--- config.mk ---
export PLATFORM = sky130hd
export DESIGN_NAME = ofm_writeback
export DESIGN_NICKNAME = d
export VERILOG_FILES = /design/src/rtl/ofm_wb_pkg.sv /design/src/rtl/ofm_wb_fifo.sv /design/src/rtl/ofm_writeback.sv
export SDC_FILE = /design/constraint.sdc
export NUM_CORES = 1
export LEC_CHECK = 0
export BUFFER_PORTS_ARGS = -buffer_cell sky130_fd_sc_hd__buf_4
export CAP_MARGIN = 20
export CORE_ASPECT_RATIO = 0.6
export CORE_MARGIN = 3
export CORE_UTILIZATION = 60
export CTS_CLUSTER_DIAMETER = 200
export DETAILED_ROUTE_END_ITERATION = 10
export PLACE_DENSITY_LB_ADDON = 0.25
export SLEW_MARGIN = 20
export SYNTH_ARGS = -nofsm -noshare
export SYNTH_HDL_FRONTEND = slang
export SYNTH_SLANG_ARGS = --single-unit
export TNS_END_PERCENT = 5
--- constraint.sdc ---
create_clock -name clk -period 5.3 [get_ports clk]
set_clock_uncertainty 0.1 [all_clocks]
set_input_delay 0.265 -clock clk [delete_from_list [all_inputs] [get_ports clk]]
set_output_delay 0.265 -clock clk [all_outputs]
set_load 0.01 [all_outputs]
--- src/rtl/ofm_wb_pkg.sv ---
// Shared types and constants for the OFM writeback block.
// The optional zero counter in ofm_writeback is enabled by OFM_WRITEBACK_ZCNT_EN.
package ofm_wb_pkg;

    localparam int DATA_WIDTH = 8;
    localparam int LANES      = 4;
    localparam int ADDR_WIDTH = 16;
    localparam int FIFO_DEPTH = 4;
    localparam int WORD_WIDTH = DATA_WIDTH * LANES;
    localparam int LANE_CNT_W = $clog2(LANES);
    localparam int CNT_W      = ADDR_WIDTH + 2;

    typedef enum logic [1:0] {
        IDLE,
        RUN,
        DRAIN
    } wb_state_t;

    typedef struct packed {
        logic [ADDR_WIDTH-1:0] addr;
        logic [WORD_WIDTH-1:0] data;
        logic [LANES-1:0]      strb;
    } wb_word_t;

    // Byte enables for lanes 0..last inclusive
    function automatic logic [LANES-1:0] lane_mask(input logic [LANE_CNT_W-1:0] last);
        logic [LANES-1:0] m;
        for (int i = 0; i < LANES; i++) begin
            m[i] = (LANE_CNT_W'(i) <= last);
        end
        return m;
    endfunction

endpackage

--- src/rtl/ofm_wb_fifo.sv ---
// Show-ahead word FIFO; a push into a full FIFO succeeds only when a pop happens on the same edge.
module ofm_wb_fifo
    import ofm_wb_pkg::*;
#(
    parameter int DEPTH = FIFO_DEPTH
) (
    input  logic     clk,
    input  logic     rst,
    input  logic     push,
    input  wb_word_t wr_word,
    input  logic     pop,
    output wb_word_t rd_word,
    output logic     full,
    output logic     empty
);

    localparam int PTR_W = $clog2(DEPTH);

    wb_word_t         mem [DEPTH];
    logic [PTR_W-1:0] wr_ptr;
    logic [PTR_W-1:0] rd_ptr;
    logic [PTR_W:0]   count;
    logic             do_push;
    logic             do_pop;

    assign full    = (count == (PTR_W+1)'(DEPTH));
    assign empty   = (count == '0);
    assign do_pop  = pop && !empty;
    assign do_push = push && (!full || do_pop);
    assign rd_word = mem[rd_ptr];

    always_ff @(posedge clk) begin
        if (do_push) begin
            mem[wr_ptr] <= wr_word;
        end
    end

    always_ff @(posedge clk or posedge rst) begin
        if (rst) begin
            wr_ptr <= '0;
            rd_ptr <= '0;
            count  <= '0;
        end else begin
            if (do_push) begin
                wr_ptr <= wr_ptr + PTR_W'(1);
            end
            if (do_pop) begin
                rd_ptr <= rd_ptr + PTR_W'(1);
            end
            case ({do_push, do_pop})
                2'b10:   count <= count + (PTR_W+1)'(1);
                2'b01:   count <= count - (PTR_W+1)'(1);
                default: count <= count;
            endcase
        end
    end

endmodule

--- src/rtl/ofm_writeback.sv ---
// Packs the activation byte stream into words and writes one OFM tile to memory.
// Define OFM_WRITEBACK_ZCNT_EN to add the zero_count sparsity output.
module ofm_writeback
    import ofm_wb_pkg::*;
(
    input  logic                  clk,
    input  logic                  rst,
    input  logic                  start,
    input  logic [ADDR_WIDTH-1:0] base_addr,
    input  logic [CNT_W-1:0]      num_elems,
    input  logic                  ready_write,
    input  logic [DATA_WIDTH-1:0] ofm_output,
    output logic                  mem_wr_valid,
    input  logic                  mem_wr_ready,
    output logic [ADDR_WIDTH-1:0] mem_wr_addr,
    output logic [WORD_WIDTH-1:0] mem_wr_data,
    output logic [LANES-1:0]      mem_wr_strb,
    output logic                  busy,
    output logic                  done,
    output logic                  overflow
`ifdef OFM_WRITEBACK_ZCNT_EN
    ,
    output logic [CNT_W-1:0]      zero_count
`endif
);

    wb_state_t             state;
    logic [CNT_W-1:0]      num_q;
    logic [CNT_W-1:0]      elem_cnt;
    logic [LANE_CNT_W-1:0] lane_cnt;
    logic [ADDR_WIDTH-1:0] addr_cnt;
    logic [WORD_WIDTH-1:0] pack_reg;
    logic [WORD_WIDTH-1:0] pack_next;

    logic     accept;
    logic     last_elem;
    logic     close_word;
    logic     pop;
    logic     fifo_full;
    logic     fifo_empty;
    wb_word_t push_word;
    wb_word_t head_word;

    assign accept     = (state == RUN) && ready_write;
    assign last_elem  = (elem_cnt == num_q - CNT_W'(1));
    assign close_word = accept && ((lane_cnt == LANE_CNT_W'(LANES-1)) || last_elem);
    assign pack_next  = pack_reg | (WORD_WIDTH'(ofm_output) << (DATA_WIDTH * lane_cnt));
    assign pop        = mem_wr_valid && mem_wr_ready;

    always_comb begin
        push_word      = '0;
        push_word.addr = addr_cnt;
        push_word.data = pack_next;
        push_word.strb = lane_mask(lane_cnt);
    end

    ofm_wb_fifo #(
        .DEPTH(FIFO_DEPTH)
    ) u_fifo (
        .clk    (clk),
        .rst    (rst),
        .push   (close_word),
        .wr_word(push_word),
        .pop    (pop),
        .rd_word(head_word),
        .full   (fifo_full),
        .empty  (fifo_empty)
    );

    // Gate the head entry so stale FIFO contents never show on an idle port
    assign mem_wr_valid = !fifo_empty;
    assign mem_wr_addr  = mem_wr_valid ? head_word.addr : '0;
    assign mem_wr_data  = mem_wr_valid ? head_word.data : '0;
    assign mem_wr_strb  = mem_wr_valid ? head_word.strb : '0;

    always_ff @(posedge clk or posedge rst) begin
        if (rst) begin
            state    <= IDLE;
            num_q    <= '0;
            elem_cnt <= '0;
            lane_cnt <= '0;
            addr_cnt <= '0;
            pack_reg <= '0;
            busy     <= 1'b0;
            done     <= 1'b0;
            overflow <= 1'b0;
        end else begin
            done <= 1'b0;
            case (state)
                IDLE: begin
                    if (start) begin
                        addr_cnt <= base_addr;
                        num_q    <= num_elems;
                        elem_cnt <= '0;
                        lane_cnt <= '0;
                        pack_reg <= '0;
                        overflow <= 1'b0;
                        busy     <= 1'b1;
                        state    <= (num_elems == '0) ? DRAIN : RUN;
                    end
                end
                RUN: begin
                    if (accept) begin
                        elem_cnt <= elem_cnt + CNT_W'(1);
                        if (close_word) begin
                            pack_reg <= '0;
                            lane_cnt <= '0;
                            // A dropped word still consumes its address slot
                            addr_cnt <= addr_cnt + ADDR_WIDTH'(1);
                            if (fifo_full && !pop) begin
                                overflow <= 1'b1;
                            end
                        end else begin
                            pack_reg <= pack_next;
                            lane_cnt <= lane_cnt + LANE_CNT_W'(1);
                        end
                        if (last_elem) begin
                            state <= DRAIN;
                        end
                    end
                end
                DRAIN: begin
                    if (fifo_empty) begin
                        done  <= 1'b1;
                        busy  <= 1'b0;
                        state <= IDLE;
                    end
                end
                default: state <= IDLE;
            endcase
        end
    end

`ifdef OFM_WRITEBACK_ZCNT_EN
    always_ff @(posedge clk or posedge rst) begin
        if (rst) begin
            zero_count <= '0;
        end else if (state == IDLE && start) begin
            zero_count <= '0;
        end else if (accept && ofm_output == '0) begin
            zero_count <= zero_count + CNT_W'(1);
        end
    end
`endif

endmodule

==> results.yml <==
logic_synthesis:
  ys_seq_area_share_pct: 64.2
  syn_area_mm2: 0.0134
  synthFlopType: "edfxtp_1"
  netlist_instances: 982
  synth_top_area_share_pct: 45.9
  yosysMostFrequentCell: "edfxtp_1"
  ys_warn_count: 0
  synth.top_cells.by_area: "edfxtp_1 (46%), dfrtp_1 (18%), mux4_2 (8.6%)"
  yosys.area.top_type: "edfxtp_1"
  syn_nets: 1041
  synth-async-reset-ratio_pct: 32.5
  synth_area_per_cell_um2: 13.6
  synth-edff-count: 204
  ys_types: 66
  ys_ff_latch: 302
  synth.top_cells.by_count: "edfxtp_1 (204), dfrtp_1 (98), nand2_1 (92)"
sta:
  fin_crit_ns: 4.56
  setup_tns_ns: 0
  fmax_mhz: 219
  finalCritPeriodShare_pct: 86.0
  slew_headroom_pct: 29.0
  setup_viol: 0
  slew_viol_final: 0
  layout_setup_ws_ns: 0.739
  rsz0062_at_grt: "false"
  hold_violations: 0
  worst_pin_slew_ns: 1.06
die:
  io_pins: 103
  initial_utilization_pct: 62.3
  die_w_um: 199
  dieArea_mm2: 0.0241
  fp.dieH_um: 122
  fp.coreArea_mm2: 0.0214
  rows: 41
pwr:
  switchingPower_mw: 2.26
  intPower_mw: 5.29
  vdd_drop_max_mv: 0.337
  switching_share_pct: 29.9
  power_frac_seq_pct: 43.9
  powerDensity_mw_per_mm2: 480
  power.leakage_nw: 5.95
  total_power_mw: 7.55
  p_clk_share_pct: 27.5
  power_frac_comb_pct: 28.6
layout:
  drive_above_1_share_pct: 20.4
  area_growth_pct: 17.9
  fin_cells: 1408
  multiInputGateArea_mm2: 0.00444
  final_cell_area_mm2: 0.0157
  fill_cells: 1417
  largest_reg_flops: 204
  n_antenna_cell: 0
  register_area_mm2: 0.00858
  nets: 1167
worst_setup_path:
  critPathLaunchType: "flip-flop"
  reg2reg_to: "u_fifo.mem[2][9]$_DFFE_PP_"
  r2r-start: "num_q[0]$_DFFE_PP0P_"
  crit_type: "flip-flop to flip-flop"
  ff2ff_path_depth: 10
  required_ns: 5.45
  cp.arrival_ns: 4.71
  ff2ff_setup_slack_ns: 0.74
  endpoint_kind: "flip-flop"
  cp_max_fo: 22
detailed_routing:
  post_drt_wl_per_cell_um: 21.6
  dr_total_vias: 8736
  drt_pass1_iterations: 5
  postRouteAntennaNets: 0
  drt-total-wl_mm: 30.4
  drcViolationCount: 0
  drt-initial-drc-count: 884
  viasPerCell: 6.20
clock_tree:
  clkSlewWorstSetupHoldPaths_ns: 0.07
  cts-htree-levels: 1
  cts_made_buffers: 27
  tritoncts: "done"
  cts-root-buf: "clkbuf_16"
  worstSkewPairLatency_ns: 0.54
  cts_sinks: 302
  clock_path_buffers: 3
  post_cts_buffers: 0
global_route:
  grt_pass1_wl_mm: 48.4
  track_usage_pct: 25.9
  grt_pass1_vias: 8678
  grt_max_degree: 61
  antenna_found_initial: 0
  overflow: 0
hold_path:
  min_path_type: "primary input to flip-flop"
  min_path_cells: 3
  min_from: "base_addr[9]"
  worstHoldEndpoint: "addr_cnt[9]$_DFFE_PP0P_"
place:
  pre_cts_ws_ns: 0.763
  hpwl_mm: 18.9
  port_buffers: 102
  place_area_mm2: 0.0144
  routabilityCongestion: 0.865
  post-place-cells: 1317
outcome:
  status: "complete, no violations"
job:
  maxCapViolCount: 0
-- kinds of logic (layout without fill, tap and decap cells) --
logic type,after synthesis,after routing,share of synthesized area (%)
adders and majority gates,12,12,1.18
xor gates and xnor gates,35,35,2.30
and+or+nand+nor,319,319,12.2
AOI/OAI and AO/OA,171,171,8.48
buffers and inverters,88,235,2.63
DFF,302,302,64.2
muxes,55,55,8.92
-- metal layers --
layer | up-vias | part of all wire [%] | wire (µm) | track usage [%]
met4 | 0 | 1.3 | 398 | 4.65
met1 | 4401 | 46 | 14100 | 42.1
met5 | - | 0 | 0 | 0
met3 | 31 | 7.5 | 2280 | 4.01
met2 | 373 | 45 | 13600 | 38.0
li1 | 3931 | - | - | -
-- worst max-delay path by stage --
stage,cells past startpoint,end,slack (ns),start
finish,10,u_fifo.mem[2][9]$_DFFE_PP_,0.74,num_q[0]$_DFFE_PP0P_
detailed placement,10,u_fifo.mem[2][8]$_DFFE_PP_,0.76,num_q[0]$_DFFE_PP0P_
floorplan,10,u_fifo.mem[0][10]$_DFFE_PP_,0.79,num_q[0]$_DFFE_PP0P_
global placement,10,u_fifo.mem[2][8]$_DFFE_PP_,0.92,num_q[0]$_DFFE_PP0P_
CTS,10,u_fifo.mem[2][13]$_DFFE_PP_,0.74,num_q[0]$_DFFE_PP0P_
global route,10,u_fifo.mem[2][8]$_DFFE_PP_,0.45,num_q[0]$_DFFE_PP0P_
-- worst max-delay path, cell delays in order (launching register included) --
cell	delay (ns)
dfrtp_1	0.44
inv_1	0.10
ha_1	0.26
nor3b_1	0.60
a41o_1	0.27
o311ai_1	0.10
a2111o_1	0.39
or4_1	0.68
o21ai_2	0.36
and2_2	0.64
buf_4	0.31
-- per-stage QoR --
stage                     utilization, %  hold WS, ns
final                               73.4       0.0398
after detailed placement            67.1        0.355
after global placement              67.1        0.347
after global routing                73.4       0.0275
after CTS                           73.4       0.0115
after floorplan                        -        0.270
-- power by group through the flow --
stage          Combinational [mW]  Sequential, mW  Clock (mW)
2_1_floorplan                1.47            3.18           0
6_report                     2.16            3.32        2.07
3_5_place_dp                 2.14            3.36           0
3_3_place_gp                 2.09            3.35           0
4_1_cts                      2.17            3.32        2.10
5_1_grt                      2.37            3.37        2.20
-- placed cells by master, fill, tap and decap left out, drive strengths merged, types with 4 or more instances in the layout --
master,n
a21o,34
a21oi,58
a31oi,5
a32o,4
a32oi,10
and2,60
and3,5
buf,116
bufinv,5
clkbuf,35
clkinv,7
dfrtp,98
dlygate4sd3,41
edfxtp,204
ha,11
inv,29
mux4,51
nand2,92
nand3,12
nand4,23
nor2,66
nor3,11
nor4,12
nor4b,5
o2111ai,4
o21ai,28
or3,10
or4,4
xnor2,16
xor2,19
-- final cells by class --
type / instances / share of cell area, %
clock inverters: 15 / 1.31
inverters: 28 / 0.684
well taps: 279 / 2.22
repair buffers: 157 / 8.46
clock buffers: 35 / 4.62
multi-input cells: 592 / 28.2
flip-flops and latches: 302 / 54.5
-- timing repair --
| action | in CTS | in global routing |
|---|---|---|
| hold buffers | 41 | 0 |
| gates resized for setup | 0 | 0 |
| hold endpoints to repair | 122 | 0 |
(Power assumes the default switching activity.)
